==> src/rtl/board_reader.sv <==
// ============================================================================
//  Module   : board_reader
//  Purpose  : Row-major scan of the 16x16 board store, streaming coloured
//             pixel beats over valid/ready; optional territory scoring
//             (BOARD_READER_SCORE_EN).
//  Revision : 1.0 - initial release
// ============================================================================
`default_nettype none

module board_reader #(
    parameter int WIDTH  = 16,
    parameter int HEIGHT = 16
) (
    input  logic       clk,
    input  logic       reset,
    input  logic       start,
    output logic       busy,
    output logic       done,
    output logic       rd_en,
    output logic [7:0] rd_addr,
    input  logic [2:0] rd_data,
    output logic       out_valid,
    input  logic       out_ready,
    output logic [3:0] out_x,
    output logic [3:0] out_y,
    output logic [2:0] out_color,
    output logic       out_last,
    output logic [8:0] red_score,
    output logic [8:0] blue_score
);

    localparam int         c_CELLS      = WIDTH * HEIGHT;
    localparam logic [7:0] c_LAST_INDEX = 8'(c_CELLS - 1);

    typedef enum logic [2:0] {
        S_IDLE    = 3'd0,
        S_ISSUE   = 3'd1,
        S_CAPTURE = 3'd2,
        S_EMIT    = 3'd3,
        S_DONE    = 3'd4
    } state_t;

    state_t     r_state;
    logic [7:0] r_index;
    logic [2:0] w_color;

    function automatic logic [2:0] cell_color(input logic [2:0] code);
        case (code)
            3'd2:    return 3'b100;
            3'd3:    return 3'b001;
            3'd4:    return 3'b110;
            3'd5:    return 3'b011;
            3'd6:    return 3'b101;
            3'd7:    return 3'b111;
            default: return 3'b000;
        endcase
    endfunction

    assign w_color = cell_color(rd_data);

    always_ff @(posedge clk) begin
        if (reset) begin
            r_state   <= S_IDLE;
            r_index   <= '0;
            busy      <= 1'b0;
            done      <= 1'b0;
            rd_en     <= 1'b0;
            rd_addr   <= '0;
            out_valid <= 1'b0;
            out_x     <= '0;
            out_y     <= '0;
            out_color <= '0;
            out_last  <= 1'b0;
        end else begin
            case (r_state)
                S_IDLE: begin
                    if (start) begin
                        r_state <= S_ISSUE;
                        r_index <= '0;
                        busy    <= 1'b1;
                        rd_en   <= 1'b1;
                        rd_addr <= '0;
                    end
                end
                S_ISSUE: begin
                    rd_en   <= 1'b0;
                    r_state <= S_CAPTURE;
                end
                S_CAPTURE: begin
                    out_color <= w_color;
                    out_x     <= r_index[3:0];
                    out_y     <= r_index[7:4];
                    out_last  <= (r_index == c_LAST_INDEX);
                    out_valid <= 1'b1;
                    r_state   <= S_EMIT;
                end
                S_EMIT: begin
                    // The next read is launched on the transfer edge so rd_en trails it by one cycle.
                    if (out_ready) begin
                        out_valid <= 1'b0;
                        if (r_index == c_LAST_INDEX) begin
                            done    <= 1'b1;
                            r_state <= S_DONE;
                        end else begin
                            r_index <= r_index + 8'd1;
                            rd_addr <= r_index + 8'd1;
                            rd_en   <= 1'b1;
                            r_state <= S_ISSUE;
                        end
                    end
                end
                S_DONE: begin
                    done    <= 1'b0;
                    busy    <= 1'b0;
                    r_state <= S_IDLE;
                end
                default: r_state <= S_IDLE;
            endcase
        end
    end

`ifdef BOARD_READER_SCORE_EN
    logic [8:0] r_red_shadow;
    logic [8:0] r_blue_shadow;
    logic       w_red_cell;
    logic       w_blue_cell;

    // Codes 2/4/6 belong to red, 3/5/7 to blue; 0/1 are unowned.
    assign w_red_cell  = (rd_data >= 3'd2) && !rd_data[0];
    assign w_blue_cell = (rd_data >= 3'd3) &&  rd_data[0];

    always_ff @(posedge clk) begin
        if (reset) begin
            r_red_shadow  <= '0;
            r_blue_shadow <= '0;
            red_score     <= '0;
            blue_score    <= '0;
        end else begin
            case (r_state)
                S_IDLE: begin
                    if (start) begin
                        r_red_shadow  <= '0;
                        r_blue_shadow <= '0;
                    end
                end
                S_CAPTURE: begin
                    if (w_red_cell)  r_red_shadow  <= r_red_shadow + 9'd1;
                    if (w_blue_cell) r_blue_shadow <= r_blue_shadow + 9'd1;
                end
                S_DONE: begin
                    red_score  <= r_red_shadow;
                    blue_score <= r_blue_shadow;
                end
                default: ;
            endcase
        end
    end
`else
    assign red_score  = '0;
    assign blue_score = '0;
`endif

endmodule

`default_nettype wire

==> config.mk <==
export PLATFORM = sky130hd
export DESIGN_NAME = board_reader
export DESIGN_NICKNAME = d
export VERILOG_FILES = /design/src/rtl/board_reader.sv
export SDC_FILE = /design/constraint.sdc
export NUM_CORES = 1
export LEC_CHECK = 0
export BUFFER_PORTS_ARGS = -buffer_cell sky130_fd_sc_hd__buf_2
export CAP_MARGIN = 20
export CELL_PAD_IN_SITES_DETAIL_PLACEMENT = 1
export CELL_PAD_IN_SITES_GLOBAL_PLACEMENT = 2
export CORE_MARGIN = 2
export CORE_UTILIZATION = 24
export DETAILED_ROUTE_END_ITERATION = 12
export GPL_ROUTABILITY_DRIVEN = 0
export HOLD_SLACK_MARGIN = 0.02
export PLACE_DENSITY = 0.81
export RECOVER_POWER = 25
export REMOVE_ABC_BUFFERS = 1
export SLEW_MARGIN = 20
export SYNTH_ARGS = -nofsm -noshare
export SYNTH_HDL_FRONTEND = slang
export SYNTH_SLANG_ARGS = --single-unit
==> constraint.sdc <==
create_clock -name clk -period 1.4 [get_ports clk]
set_input_delay 0.28 -clock clk [delete_from_list [all_inputs] [get_ports clk]]
set_output_delay 0.28 -clock clk [all_outputs]
set_load 0.01 [all_outputs]
Word level (Yosys, flattened, before mapping)
Cells that the tools add are included.
{"block": "word_totals", "elab_cells": 57, "input_bits": 7, "register_bits": 27}
{"block": "op_classes", "n_mux": 19, "n_reduce_logical": 12, "n_eq_ne": 15, "addsub": 1}
{"cell": "8-bit 2-to-1 mux", "n": 3}
{"cell": "3-bit case mux with 6 select lines", "n": 1}
{"cell": "8-bit case mux with 2 select lines", "n": 1}
{"cell": "3-bit equality test (second input constant)", "n": 5}
{"cell": "3-bit by 2-bit equality test with 1-bit output (second input constant)", "n": 4}
{"cell": "3-bit case mux with 4 select lines", "n": 1}
{"cell": "3-bit 2-to-1 mux", "n": 3}
{"cell": "8-bit by 1-bit adder with 8-bit output (second input constant)", "n": 1}
{"cell": "8-bit equality test (second input constant)", "n": 1}
{"cell": "2-bit inequality test (second input constant)", "n": 4}
{"cell": "4-bit AND reduction", "n": 2}
{"cell": "2-bit nonzero test", "n": 4}
{"cell": "1-bit 2-to-1 mux", "n": 6}
{"cell": "1-bit case mux with 2 select lines", "n": 3}
{"cell": "2-bit AND reduction", "n": 3}
{"cell": "3-bit by 1-bit equality test with 1-bit output (second input constant)", "n": 1}
{"cell": "3-bit logical NOT", "n": 1}
{"cell": "1-bit case mux with 3 select lines", "n": 1}
{"cell": "3-bit AND reduction", "n": 1}
{"cell": "3-bit nonzero test", "n": 1}

Longest topological paths before layout
Gate-level depths: netlist of run 1.
{"block": "logic_depth", "word_depth": 4, "depth_mapped": 6}

Worst setup path before layout of run 1
OpenSTA, ideal clock, no wires.
{"block": "synth_timing", "path_kind": "register -> register", "from": "reg r_index[0]", "to": "reg r_index[5]", "path_stages_with_launch": 6, "t_arrival_ps": 1453, "setup_time_ps": 116, "setup_slack_ps": -169, "path_cell_list": "dfxtp_1 -> ha_1 -> and3_2 -> a2111oi_4 -> xor2_1 -> and3b_1"}
{"block": "synth_via", "elab_chain_len": 4, "elab_cells_between_ends": 7}
{"element": "start, declared", "line": "44", "rtl": "logic [7:0] r_index;"}
{"element": "start signal, assigned", "line": "105", "rtl": "r_index <= r_index + 8'd1;"}
{"element": "8-bit by 1-bit adder with 8-bit output", "line": "105"}
{"element": "8-bit 2-to-1 mux", "line": "101", "rtl": "if (r_index == c_LAST_INDEX) begin"}
{"element": "8-bit 2-to-1 mux", "line": "99", "rtl": "if (out_ready) begin"}
{"element": "8-bit case mux with 2 select lines", "line": "75", "rtl": "case (r_state)"}
Parallel ways exist; a longest one is shown, timed or not. The select of a mux whose other input is x is not followed.
A chain may end at the register's enable or synchronous reset.

Final worst setup path of run 1
{"block": "layout_timing", "from": "reg r_index[0]", "to": "reg r_index[4]"}
The elaborated chain is that of the path after synthesis.

==> run summary, run 1 <==
CLOCK NETWORK
------------------------------------------------------------------------------------
TritonCTS clock tree ..................................................         done
Clk Tree Root Cell ....................................................     clkbuf_8
Count of H-tree levels built during CTS ...............................            1
Clock latency on the worst-skew pair ..................................      0.28 ns
Worst-case clock buffer depth .........................................            2
Number of buffers created by CTS ......................................            3
Clock slew at reported path FFs .......................................      0.10 ns
Number of buffers inserted for hold repair after clock tree synthesis .            0
CTS sink count ........................................................           27

DIE
------------------------------------------------------------------------------------
# rows ................................................................           27
Area inside the core boundary .........................................    5440 um^2
Number of primary I/O pins ............................................           49
Area of the die .......................................................    6190 um^2
Die width .............................................................      78.7 um
Vert. Die Dim .........................................................      78.7 um
Initial Utilization ...................................................        24.6%

ROUTING
------------------------------------------------------------------------------------
WL met3 ...............................................................       196 um
Highest routed layer ..................................................         met4
Total length of routed met2 wires .....................................      1.68 mm
Met1 routed wirelength after detailed routing .........................      1.62 mm
Drt wl/cell ...........................................................      12.6 um
Final antenna-violating net count .....................................            0
Total wire length after detailed routing ..............................      3.54 mm
First-pass iteration count of the detailed router .....................            4
Routed via count ......................................................        1,271
Initial DRC Count .....................................................           55
Post-route DRC violation count ........................................            0
DR vias/cell ..........................................................         4.52

FINISH
------------------------------------------------------------------------------------
Fin area ..............................................................    1770 um^2
Net count of the finished layout ......................................          218
Area occupied by registers ............................................     547 um^2
Area growth from synthesis to layout ..................................        32.5%
Filler Cells Inserted .................................................          669
Share of final-layout standard cells stronger than drive strength 1 ...        33.5%
Final cell count without fillers ......................................          281
Antenna cells .........................................................            0
Area of the multi-input gates .........................................     752 um^2
Final core occ ........................................................        32.6%

STA
------------------------------------------------------------------------------------
Setup-failing EPs final ...............................................            0
Final Hold Viols ......................................................            0
Final worst path period need ..........................................      1.36 ns
Setup total negative slack ............................................         0 ns
Worst Clk Skew ........................................................   0.00755 ns
Worst path setup slack after routing ..................................    0.0357 ns
Setup repair after global routing missed its margin ...................         true
Number of max-slew violations in the final report .....................            0
Top achievable clock speed ............................................    0.733 GHz
Period Utilization, post-route ........................................        97.4%

SETUP PATH
------------------------------------------------------------------------------------
R2R Setup Slk .........................................................      0.04 ns
Reg2Reg Depth .........................................................            6
Critical path arrival .................................................      1.56 ns
Sort of element at the end of the critical path .......................         flop
Worst flop-to-flop path startpoint ....................................   r_index[0]
Endpoint of the lowest-slack register-to-register path ................   r_index[4]
Data required time of the critical path ...............................      1.59 ns
Critical-path maximum fanout ..........................................            4
Startpoint Class ......................................................         flop
Critical path start-end classification ................................ flop to flop

RUN STATUS
------------------------------------------------------------------------------------
Result of the run .....................................................    completed

PWR
------------------------------------------------------------------------------------
Static Leak ...........................................................     0.728 nW
Maximum vdd ir drop ...................................................   0.000334 V
Ratio of total power to cell area .....................................  836 nW/um^2

SYNTHESIS
------------------------------------------------------------------------------------
Mean area per synthesized cell ........................................    8.37 um^2
Cells after synthesis .................................................          160
Area leader, netlist ..................................................      dfxtp_1
Yosys synthesis warning count .........................................            0
Async set-reset flop share out of synthesis ...........................           0%
Sequential element share of the synthesized area ......................        40.4%
Most common flop cell mapped by yosys .................................      dfxtp_1
Number of flops mapped to enable cells by yosys .......................            0
Share of the synthesized area in the top cell type ....................        40.4%
Most frequently used cell type in the post-synthesis netlist ..........      nand2_1
Post-synthesis register bit count .....................................           27
Leading post-synthesis cells by cell area ............................. dfxtp_1, buf_4, nand2_1
Post-synth cell types .................................................           41
Ranking of synthesized cells by instance count ........................ nand2_1, dfxtp_1, a21oi_1, buf_4, nand3_1
Post-synthesis instance area ..........................................    1340 um^2

PLACE
------------------------------------------------------------------------------------
Total of buffers placed on input and output ports .....................           30
Cell Area, Placed .....................................................    1650 um^2
Detailed Place HPWL ...................................................      2.64 mm
Placed Cells ..........................................................          276
Setup slack at placement ..............................................    -0.151 ns

HOLD PATH
------------------------------------------------------------------------------------
Hold_sp ...............................................................   rd_data[2]
Worst min path class .................................................. input port to flop
Instance count along the most critical hold path ......................            3
Destination of the worst hold path .................................... out_color[1]

GRT
------------------------------------------------------------------------------------
Grt ovf ...............................................................            0
Via count of the first global-routing pass ............................        1,178
Antenna violations before repair ......................................            0
First-pass GRT wire length ............................................      5.83 mm
Global Route Usage Sum ................................................        11.7%
Pin count of the biggest net entering global routing ..................           21

RUN
------------------------------------------------------------------------------------
Number of maximum-capacitance violations ..............................            0

-- final cells by class --
class / instances / share of cell area (%)
inverter: 2 / 0.423
tap: 72 / 5.08
sequential: 27 / 30.8
timing repair buffer: 54 / 18.5
clock inverter: 1 / 0.423
multi-input combinational: 122 / 42.4
clock buffer: 3 / 2.33
-- worst max-delay path by stage --
stage	start	end	slack, ns	cells past startpoint
3_3_place_gp	r_index[0]	r_index[5]	-0.08	5
6_report	r_index[0]	r_index[4]	0.04	6
4_1_cts	r_index[1]	r_index[3]	0.01	5
2_1_floorplan	r_index[0]	r_index[5]	-0.17	5
3_5_place_dp	r_index[0]	r_index[4]	-0.15	6
5_1_grt	r_index[0]	r_index[5]	-0.03	5
-- through the flow --
step	power [W]	hold slack, ns
floorplan	0.000924	0.349
global placement	0.00102	0.441
detailed placement	0.00102	0.445
CTS	0.00151	0.265
global route	0.00156	0.273
finish	0.00148	0.271
-- per-layer routing --
metal  GRT usage [%]  up-vias
met5               0        -
met4            4.21        0
met3            2.41        5
met2            18.0       31
met1            16.1      614
li1                -      621
-- cell usage in the layout, fill, tap and decap left out, types with 3 or more instances in the layout --
| cell | netlist | final |
|---|---|---|
| a21oi_1 | 19 | 18 |
| o21ai_0 | 3 | 3 |
| dfxtp_2 | 0 | 5 |
| clkbuf_8 | 0 | 3 |
| a31oi_1 | 3 | 3 |
| dfxtp_1 | 27 | 22 |
| nand2_1 | 29 | 28 |
| nand3_1 | 8 | 6 |
| nor2_1 | 7 | 7 |
| buf_2 | 3 | 19 |
| conb_1 | 1 | 18 |
| buf_4 | 18 | 23 |
| clkbuf_1 | 3 | 11 |
-- kinds of logic after synthesis --
kind of cell	synth area share, %
AOI/OAI and AO/OA	17.9
xor gates and xnor gates	0.654
adders and majority gates	0.934
buffers and inverters	13.7
DFF	40.4
other	0.280
and+or+nand+nor	26.2
-- registers in the layout, summed over array words and instances, names as in the netlist --
name,count
out_valid,1
r_index,8
out_color,3
rd_en,1
out_last,1
r_state,3
busy,1
out_y,4
out_x,4
done,1
-- worst max-delay path: stages (launching register included) --
cell      delay, ns
dfxtp_2        0.35
ha_4           0.16
and3_4         0.19
buf_4          0.16
a21oi_4        0.13
a21oi_1        0.09
a311oi_2       0.20
-- power breakdown --
| part | switching [W] | leakage (nW) | internal [W] | total [W] |
|---|---|---|---|---|
| Clock | 0.000269 | 0.0217 | 0.000203 | 0.000472 |
| Combinational | 0.000125 | 0.486 | 0.0000789 | 0.000204 |
| Sequential | 0.0000173 | 0.221 | 0.000790 | 0.000807 |
-- repair_timing --
item,CTS,global route
endpoints found under the setup margin,9,14
setup buffers,1,0
pin swaps,7,3
gates resized for setup,12,9
No activity file was read; power rests on OpenSTA's default activity.
==> run 2: changes to the inputs <==
--- a/config.mk
+++ b/config.mk
@@ -5,10 +5,11 @@
 export SDC_FILE = /design/constraint.sdc
 export NUM_CORES = 1
 export LEC_CHECK = 0
-export BUFFER_PORTS_ARGS = -buffer_cell sky130_fd_sc_hd__buf_2
+export BUFFER_PORTS_ARGS = -buffer_cell sky130_fd_sc_hd__buf_4
 export CAP_MARGIN = 20
 export CELL_PAD_IN_SITES_DETAIL_PLACEMENT = 1
 export CELL_PAD_IN_SITES_GLOBAL_PLACEMENT = 2
+export CORE_ASPECT_RATIO = 0.75
 export CORE_MARGIN = 2
 export CORE_UTILIZATION = 24
 export DETAILED_ROUTE_END_ITERATION = 12
==> run 2 against run 1 <==
  * First-iteration DRC count down 44%
  * Largest power group unchanged
  * Power increased by 1.2%
  * Count of clock-buffer cells in the layout is the same
  * Critical path depth fell by 1
  * Via count shrank 0.79%
  * Final area is 7.1% higher
  * Register-to-register slack worse by 0.02 ns
  * Final cell count up 2.5%
  * Global-route usage is 0.50 points higher
  * Largest cell class unchanged
  * Core utilization up 2.9 points
  * Non-clock buffer count is 3 higher
  * Maximum frequency shrank 1.7%
==> run summary, run 2 (synthesis gave the netlist of run 1 again) <==
RUN STATUS
----------------------------------------------------------------------------------
Result of the run ...................................................    completed

SETUP PATH
----------------------------------------------------------------------------------
Worst flop-to-flop path startpoint ..................................   r_index[0]
Critical path arrival ...............................................      1.57 ns   about the same
Sort of element at the end of the critical path .....................         flop
Critical Path Slowest Stage Cell ....................................      dfxtp_2
Worst setup path start ..............................................   r_index[0]
Endpoint of the lowest-slack register-to-register path ..............   r_index[5]
Startpoint Class ....................................................         flop
Reg2Reg Depth .......................................................            5   -1
Critical path start-end classification .............................. flop to flop
Largest stage delay, worst path .....................................      0.35 ns   about the same
R2R Setup Slk .......................................................      0.01 ns   -0.02 ns
Data required time of the critical path .............................      1.58 ns   about the same
Endpoint of the worst setup timing path .............................   r_index[5]
Cell-by-cell listing of the critical path ........................... ha_4, and3_4, a2111oi_4, xor2_1, and3b_1
Critical-path maximum fanout ........................................            4   unchanged

STA
----------------------------------------------------------------------------------
Worst Clk Skew ......................................................   0.00302 ns   -0.00453 ns
Setup-failing EPs final .............................................            0   unchanged
Number of max-slew violations in the final report ...................            0   unchanged
Worst path setup slack after routing ................................    0.0115 ns   -0.0242 ns
Setup repair after global routing missed its margin .................         true
Top achievable clock speed ..........................................    0.720 GHz   -1.7%
Final Hold Viols ....................................................            0   unchanged
Final worst path period need ........................................      1.39 ns   +0.0242 ns
Period Utilization, post-route ......................................        99.2%   +1.7 points

ROUTING
----------------------------------------------------------------------------------
Initial DRC Count ...................................................           31   -44%
Final antenna-violating net count ...................................            0   unchanged
Routed via count ....................................................        1,261   -0.79%
Post-route DRC violation count ......................................            0   unchanged
Drt wl/cell .........................................................      13.1 um   +4.3%
DR vias/cell ........................................................         4.38   -3.2%
Total wire length after detailed routing ............................      3.79 mm   +6.9%
First-pass iteration count of the detailed router ...................            4   unchanged

FINISH
----------------------------------------------------------------------------------
Net count of the finished layout ....................................          222   +1.8%
Most common cell after layout, fill and taps aside ..................        buf_4
Share of final-layout standard cells stronger than drive strength 1 .        40.4%   +6.9 points
Filler Cells Inserted ...............................................          667   -0.30%
Most flop-heavy register ............................................      r_index
Registers with the most flip-flops .................................. r_index (8), out_x (4), out_y (4)
Area growth from synthesis to layout ................................        42.0%
Fin area ............................................................    1900 um^2   +7.1%
Antenna cells .......................................................            0   unchanged
Area occupied by registers ..........................................     551 um^2   +0.69%
Leading cell types in the layout, fill and taps excluded ............ buf_4, nand2_1, dfxtp_1
Number of flip-flops under the largest register name ................            8   unchanged
Area of the multi-input gates .......................................     756 um^2   +0.50%

CLOCK NETWORK
----------------------------------------------------------------------------------
Clk Tree Root Cell ..................................................     clkbuf_8
Number of buffers created by CTS ....................................            3   unchanged
Count of H-tree levels built during CTS .............................            1   unchanged
Worst-case clock buffer depth .......................................            2   unchanged
Clock slew at reported path FFs .....................................      0.10 ns   about the same
TritonCTS clock tree ................................................         done
CTS sink count ......................................................           27   unchanged
Clock latency on the worst-skew pair ................................      0.28 ns   about the same

PWR
----------------------------------------------------------------------------------
Static Leak .........................................................     0.818 nW   +12%
Net Sw Frac .........................................................        27.2%   -0.51 points
P_sw ................................................................   0.000409 W   -0.69%
Share of total power in sequential cells ............................        53.9%   -0.5 points
Clock Power Share ...................................................        30.7%   -1.1 points
Ratio of total power to cell area ...................................  790 nW/um^2   -5.6%
Share of total power in combinational logic .........................        15.3%   +1.5 points
Maximum vdd ir drop .................................................   0.000314 V   -5.9%
Int Power ...........................................................    0.00109 W   +1.9%

GRT
----------------------------------------------------------------------------------
Global Route Usage Sum ..............................................        12.2%   +0.50 points
First-pass GRT wire length ..........................................      6.04 mm   +3.7%
Antenna violations before repair ....................................            0   unchanged
Via count of the first global-routing pass ..........................        1,252   +6.3%
Grt ovf .............................................................            0   unchanged
Pin count of the biggest net entering global routing ................           28   +33%

DIE
----------------------------------------------------------------------------------
Vert. Die Dim .......................................................      68.7 um   -13%
Number of primary I/O pins ..........................................           49   unchanged
Die width ...........................................................      90.2 um   +15%
Area inside the core boundary .......................................    5350 um^2   -1.6%
Initial Utilization .................................................        25.0%   +0.40 points
Area of the die .....................................................    6200 um^2   +0.10%
# rows ..............................................................           23   -15%

RUN
----------------------------------------------------------------------------------
Number of maximum-capacitance violations ............................            0   unchanged

PLACE
----------------------------------------------------------------------------------
Cell Area, Placed ...................................................    1750 um^2   +5.7%
Setup slack at placement ............................................    -0.153 ns   -0.00234 ns
Detailed Place HPWL .................................................      2.71 mm   +2.5%
Total of buffers placed on input and output ports ...................           30   unchanged

HOLD PATH
----------------------------------------------------------------------------------
Worst min path class ................................................ input port to flop

run 2: critical path, delay by kind of cell, from the launching register on:
kind / cells / cell delay, ns
simple gates: 2 / 0.38
compound gates: 1 / 0.30
xor+xnor: 1 / 0.10
flops: 1 / 0.35
fa+ha+maj: 1 / 0.16
run 2: how the worst min path moves through the flow:
stage / from / endpoint / slack (ns) / cells after the start
6_report: rd_data[2] / out_color[1] / 0.27 / 3
2_1_floorplan: reset / out_color[1] / 0.35 / 1
4_1_cts: rd_data[2] / out_color[1] / 0.26 / 3
3_5_place_dp: out_color[1] / out_color[1] / 0.45 / 2
3_3_place_gp: out_y[0] / out_y[0] / 0.45 / 2
5_1_grt: rd_data[0] / out_color[0] / 0.29 / 3
run 2: power groups by stage:
| stage | registers [W] | clock network, W | logic (W) |
|---|---|---|---|
| floorplan | 0.000831 | 0 | 0.0000928 |
| global placement | 0.000825 | 0 | 0.000213 |
| detailed placement | 0.000826 | 0 | 0.000215 |
| CTS | 0.000810 | 0.000488 | 0.000217 |
| global route | 0.000813 | 0.000517 | 0.000254 |
| finish | 0.000810 | 0.000461 | 0.000230 |
run 2: cell type report:
class / count / share of cell area [%]
Clock buffer: 3 / 2.17
Clock inverter: 1 / 0.395
Inverter: 2 / 0.395
Multi-Input combinational cell: 123 / 39.8
Sequential cell: 27 / 29.0
Tap cell: 75 / 4.94
Timing Repair Buffer: 57 / 23.4
run 2: stage by stage:
step / utilization (%) / setup TNS, ns / total power, W / std cells / hold WS [ns]
global route: 35.5 / -0.247 / 0.00158 / 288 / 0.292
detailed placement: 32.6 / -0.821 / 0.00104 / 281 / 0.449
CTS: 34.3 / -0.0163 / 0.00152 / 285 / 0.262
global placement: 32.6 / -0.432 / 0.00104 / 281 / 0.445
finish: 35.5 / 0 / 0.00150 / 288 / 0.273
floorplan: - / -0.330 / 0.000924 / 151 / 0.349
run 2: routing by layer:
layer / share of wire (%) / vias up / GRT usage [%] / wire (um)
li1: - / 634 / - / -
met1: 48 / 586 / 16.0 / 1820
met2: 45 / 37 / 20.3 / 1720
met3: 6.1 / 4 / 3.48 / 229
met4: 0.58 / 0 / 2.88 / 22
met5: 0 / - / 0 / 0
run 2: repair_timing:
action                                  CTS  global route
endpoints found under the setup margin   14            13
resized for setup                        14            13
gates cloned                              0             1
setup buffers                             0             2
hold buffers                              0             0
pin swaps                                 3             4
